===== config.mk =====
export PLATFORM = sky130hd
export DESIGN_NAME = seq_mul_nxn
export DESIGN_NICKNAME = d
export VERILOG_FILES = /design/src/rtl/seq_mul_nxn.sv
export SDC_FILE = /design/constraint.sdc
export NUM_CORES = 1
export LEC_CHECK = 0
export BUFFER_PORTS_ARGS = -buffer_cell sky130_fd_sc_hd__buf_2
export CAP_MARGIN = 0
export CORE_MARGIN = 1.5
export CORE_UTILIZATION = 45
export CTS_CLUSTER_SIZE = 10
export DETAILED_ROUTE_END_ITERATION = 7
export MAX_ROUTING_LAYER = met4
export PLACE_DENSITY = 0.7
export SYNTH_ARGS = -nofsm -noshare
export SYNTH_HDL_FRONTEND = slang
export SYNTH_SLANG_ARGS = --single-unit
export TNS_END_PERCENT = 20

===== constraint.sdc =====
create_clock -name clk -period 4.6 [get_ports clk]
set_input_delay 0.23 -clock clk [delete_from_list [all_inputs] [get_ports clk]]
set_output_delay 0.23 -clock clk [all_outputs]
set_load 0.03 [all_outputs]

===== src/rtl/seq_mul_nxn.sv =====
// Iterative shift-add WIDTH x WIDTH multiplier: one multiplier bit per clock, start/busy/done handshake.
// Optional `MUL_SIGNED_EN adds an is_signed port for two's-complement operands.
module seq_mul_nxn #(
  parameter int unsigned WIDTH = 8
) (
  input  logic                 clk,
  input  logic                 rst,
  input  logic                 start,
  input  logic [WIDTH-1:0]     mcand,
  input  logic [WIDTH-1:0]     mplr,
`ifdef MUL_SIGNED_EN
  input  logic                 is_signed,
`endif
  output logic                 busy,
  output logic                 done,
  output logic [2*WIDTH-1:0]   prod
);

  localparam int unsigned CW = $clog2(WIDTH + 1);

  typedef enum logic {IDLE, RUN} state_t;

  state_t               r_state;
  logic [WIDTH-1:0]     r_mcand;
  logic [2*WIDTH-1:0]   r_acc;
  logic [CW-1:0]        r_count;
  logic                 r_neg;

  logic [WIDTH-1:0]     w_mcand_in;
  logic [WIDTH-1:0]     w_mplr_in;
  logic                 w_neg_in;
  logic [WIDTH-1:0]     w_addend;
  logic [WIDTH:0]       w_sum;
  logic [2*WIDTH-1:0]   w_acc_next;
  logic [2*WIDTH-1:0]   w_result;

  // Signed mode captures magnitudes; -2^(WIDTH-1) negates to itself, which reads correctly as unsigned.
`ifdef MUL_SIGNED_EN
  logic w_mc_neg, w_mp_neg;
  always_comb begin
    w_mc_neg   = is_signed & mcand[WIDTH-1];
    w_mp_neg   = is_signed & mplr[WIDTH-1];
    w_mcand_in = w_mc_neg ? -mcand : mcand;
    w_mplr_in  = w_mp_neg ? -mplr  : mplr;
    w_neg_in   = w_mc_neg ^ w_mp_neg;
  end
`else
  always_comb begin
    w_mcand_in = mcand;
    w_mplr_in  = mplr;
    w_neg_in   = 1'b0;
  end
`endif

  // Upper half accumulates partial sums, lower half holds the not-yet-retired multiplier bits.
  always_comb begin
    w_addend   = r_acc[0] ? r_mcand : '0;
    w_sum      = {1'b0, r_acc[2*WIDTH-1:WIDTH]} + {1'b0, w_addend};
    w_acc_next = {w_sum, r_acc[WIDTH-1:1]};
    w_result   = r_neg ? -w_acc_next : w_acc_next;
  end

  always_ff @(posedge clk) begin
    if (rst) begin
      r_state <= IDLE;
      r_mcand <= '0;
      r_acc   <= '0;
      r_count <= '0;
      r_neg   <= 1'b0;
      busy    <= 1'b0;
      done    <= 1'b0;
      prod    <= '0;
    end else begin
      done <= 1'b0;
      case (r_state)
        IDLE: begin
          if (start) begin
            r_mcand <= w_mcand_in;
            r_acc   <= {{WIDTH{1'b0}}, w_mplr_in};
            r_count <= CW'(WIDTH);
            r_neg   <= w_neg_in;
            busy    <= 1'b1;
            r_state <= RUN;
          end
        end
        RUN: begin
          r_acc   <= w_acc_next;
          r_count <= r_count - CW'(1);
          if (r_count == CW'(1)) begin
            prod    <= w_result;
            done    <= 1'b1;
            busy    <= 1'b0;
            r_state <= IDLE;
          end
        end
        default: r_state <= IDLE;
      endcase
    end
  end

endmodule


# After elaboration in Yosys (flattened, before gate mapping)
# Index checks and enable logic that the tools add are counted.
# op_classes
n_eq_ne	3
n_reduce_logical	4
n_bitwise	1
n_mux	12
addsub	2
# ops
cell	n
$pmux 16 s2	1
$mux 16	1
$add 8x8->9	1
$mux 8	1
$pmux 4 s2	1
$reduce_and 2->1	3
$mux 1	5
$eq 4x1->1 const B	1
$mux 4	1
$pmux 1 s2	2
$sub 4x1->4 const B	1
$ne 2x1->1 const B	1
$ne 2x2->1 const B	1
$reduce_or 2->1	1
$not 1->1	1
# word_totals
regBits	47
inputBits	19

# Longest topological paths before layout
# logic_depth
ltp_word	3
depth_mapped	7
depth_no_buf	7

# Least setup slack after synthesis
# OpenSTA, ideal clock, no wires.
# synth_path
path_type	register to register
startpoint	reg r_acc[0]
endpoint	reg r_acc[13]
arrival_time_ps	1825
setup_ps	124
n_path_buf	0
stages_incl_launch_ff	8
path_slack_ps	2651
period_less_slack_ps	1949
cell_sequence	dfxtp_1 -> and2_1 -> ha_1 -> fa_1 -> a21o_2 -> a221oi_2 -> xor2_1 -> o21ai_0
# synth_via
elab_chain_len	3
# synth_lines
element	line_no	text
start, declared	25	logic [2*WIDTH-1:0] r_acc;
start signal, assigned	79	r_acc <= {{WIDTH{1'b0}}, w_mplr_in};
start signal, assigned	87	r_acc <= w_acc_next;
$mux 8	57	w_addend = r_acc[0] ? r_mcand : '0;
$add 8x8->9	58	w_sum = {1'b0, r_acc[2*WIDTH-1:WIDTH]} + {1'b0, w_addend};
$pmux 16 s2	75	case (r_state)
# No other way between the ends.
# A chain may end at the register's enable or synchronous reset.

# Worst setup path in the final report
# layout_path
startpoint	reg r_state
endpoint	reg prod[12]
# layout_via
elab_chain_len	1
# layout_lines
element	line_no	text
start, declared	23	state_t r_state;
start signal, assigned	65	r_state <= IDLE;
start signal, assigned	83	r_state <= RUN;
start signal, assigned	93	r_state <= IDLE;
$reduce_and 2->1 (no source line)	-	
end signal, assigned	90	prod <= w_result;
end, declared	16	output logic [2*WIDTH-1:0] prod
# No other way between the ends.

==> results.cfg <==
[floorplanning]
initial_utilization = 0.4644
die_h_um = 72.82
die_w_um = 72.82
num_io_pins = 37
num_rows = 25
die_area_um2 = 5302
floorplan.core_area_um2 = 4723

[hold_path]
worst_hold_path.num_cells = 3
min_path_type = in -> reg
min_from = mcand[7]
hold_end = r_mcand[7]$_SDFFE_PP0P_

[drt]
route.top_layer_used = met4
wire_per_inst_um = 12.66
ant_nets = 0
wl_met3_um = 161
route.vias.total = 1815
via_per_inst = 5.028
routed-wl-met2_um = 2084
drt_pass1_iterations = 4
wl_met1_um = 2257
finalWirelength_um = 4570
drc = 0
drt_iter0_drc = 137

[timing]
hold_viol = 0
setup_viol = 0
rsz0062_at_grt = false
finalClockSkew_ps = 7.532
max_freq_ghz = 0.4633
drv_slew = 0
period_minus_slack_ps = 2159
worst_pin_slew_ps = 879.3
fin_setup_tns_ps = 0
fin_crit_sh = 0.4692
relSlewSlack = 0.4130

[critical_path]
arrival_ps = 2370
r2r-start = r_state$_SDFF_PP0_
r2r_slack_ps = 2440
reg2regPathDepth = 4
r2r-end = prod[12]$_SDFFE_PP0P_
worst_ep_required_time_ps = 4820
path_cells = nand2_1, nor3_4, nand3b_1, o311ai_1
crit_path_top_delay_cell = dfxtp_1
critPathMaxStageDelay_ps = 910
critPathMaxFanout = 29
critPathCaptureType = flip-flop
cp_top_family = simple AND/OR/NAND/NOR gates
cp_num_buf_inv = 0
path_class = reg -> reg
cp-start-kind = flip-flop

[finish]
seq_area_um2 = 940.9
utilization = 0.5319
nets = 323
synthToLayoutAreaGrowth_pct = 14.55
antenna_cells = 0
final_layout_size_suffix_gt1_frac = 0.1769
nFillCells = 461
multiInputGateArea_um2 = 1172

[synthesis]
synth_edf_count = 0
synth_commonest_cells = dfxtp_1, nand2_1, a21oi_1, nor2_1
syn_nets = 293
synth_cell_types = 36
async_reset_ff_frac = 0
yosysTopAreaCell = dfxtp_1
ys_warn_count = 0
synth-seq-cells = 47
syn_avg_cell_area_um2 = 8.340
yosysTopAreaCellShare = 0.4290
yosys_most_used_dff = dfxtp_1
netlist_top_cells_area = dfxtp_1, a21oi_1, nand2_1
synth_area_um2 = 2193
synthCells = 263
yosysSeqAreaShare = 0.4290
synth_most_common_cell = dfxtp_1

[clocking]
clkLatencyLatePin_ps = 300
cts_setup_buffers = 0
numCtsBuffers = 5
cts_max_level = 2
cts_buffer_depth = 2
cts.clk_slew.worst_paths_ps = 90
cts_resized = 0
cts_root_buf = clkbuf_8
cts_tree = yes
clock_sinks = 47
cts_hold_buf = 0

[global_routing]
grt.overflow.total = 0
grt_pass1_vias = 1652
grtUsageTotal = 0.1933
grt_pass1_wl_um = 7672
grt_max_degree = 55
grt_antenna_before_repair = 0

[placed_design]
portBuffers = 36
place_congestion = 0.8552
dp_hpwl_um = 3174

[power]
peakVddDrop_mv = 0.1351
p_per_area_nw_per_um2 = 322.6
p_leak_nw = 1.073

[run_status]
outcome = finished, final reports clean

[run]
drv_cap = 0
## worst register-to-register path, delay by kind of cell (launching register included)
| family | cells | cell delay, ps |
|---|---|---|
| flip-flops | 1 | 910 |
| AND/OR/NAND/NOR | 3 | 930 |
| AO/OA/AOI/OAI | 1 | 240 |
## cells in the final DEF (no fill, tap or decap), types with 2 or more instances in the layout
cell      Yosys  layout
buf_2         7      36
ha_1         10      10
and3_1        3       3
nand3b_1      7       7
nor2_1       32      32
nand2b_1      2       2
mux2i_1       9       9
inv_1         4       4
dfxtp_1      47      47
or4_1         3       3
nand3_1      10      10
a21oi_1      33      33
a211oi_1      2       2
a31oi_1       3       3
nor3_1        7       7
clkbuf_8      0       5
o21ai_0       9       9
o31ai_1       2       2
and2_1        8       8
xor2_1        2       2
nand2_1      42      42
## worst max path at each step
stage	start	endpoint	slack [ps]	depth (start not counted)
floorplan	r_acc[0]$_SDFFE_PP0P_	r_acc[13]$_SDFFE_PP0P_	2650	7
global placement	r_state$_SDFF_PP0_	prod[12]$_SDFFE_PP0P_	2500	4
global route	r_state$_SDFF_PP0_	prod[12]$_SDFFE_PP0P_	2150	4
CTS	r_state$_SDFF_PP0_	prod[12]$_SDFFE_PP0P_	2410	4
detailed placement	r_state$_SDFF_PP0_	prod[12]$_SDFFE_PP0P_	2430	4
finish	r_state$_SDFF_PP0_	prod[12]$_SDFFE_PP0P_	2440	4
## flip-flops by register name (all words and copies together), names as in the netlist
name,count
prod,16
r_acc,16
busy,1
done,1
r_count,4
r_state,1
r_mcand,8
## cells by family after synthesis
group	count (synthesis)	synth area share
multiplexers	9	0.04107
AO/OA/AOI/OAI	59	0.1660
flip-flops	47	0.4290
AND/OR/NAND/NOR	116	0.2493
XOR/XNOR	3	0.01198
buffers and inverters	18	0.03651
adder cells (fa/ha/maj)	11	0.06617
## stage by stage
| step | area [um^2] | setup WS, ps | total power [mW] | hold WS (ps) | cells |
|---|---|---|---|---|---|
| after floorplan | 2193 | 2651 | 0.4981 | 366.0 | 263 |
| final | 2512 | 2441 | 0.8106 | 157.4 | 361 |
| after global routing | 2512 | 2154 | 0.8492 | 164.0 | 361 |
| after CTS | 2512 | 2411 | 0.8218 | 147.2 | 361 |
| after global placement | 2400 | 2502 | 0.5173 | 440.5 | 353 |
| after detailed placement | 2400 | 2430 | 0.5187 | 444.6 | 353 |
## per-layer routing
metal | vias up | GRT usage
met3 | 5 | 0.03729
met5 | - | -
li1 | 963 | -
met1 | 811 | 0.2617
met4 | 0 | 0.06918
met2 | 36 | 0.2885
## final cells by class
cell class / count / share of cell area
Clock buffer: 5 / 0.02739
Inverter: 4 / 0.005976
Sequential cell: 47 / 0.3745
Timing Repair Buffer: 37 / 0.07470
Clock inverter: 3 / 0.01743
Tap cell: 67 / 0.03337
Multi-Input combinational cell: 198 / 0.4666
## report_power, final
part | switching [mW] | total (mW) | internal (mW)
Combinational | 0.0432 | 0.0718 | 0.0286
Sequential | 0.0158 | 0.437 | 0.421
Clock | 0.140 | 0.302 | 0.162
(Power assumes the default switching activity.)
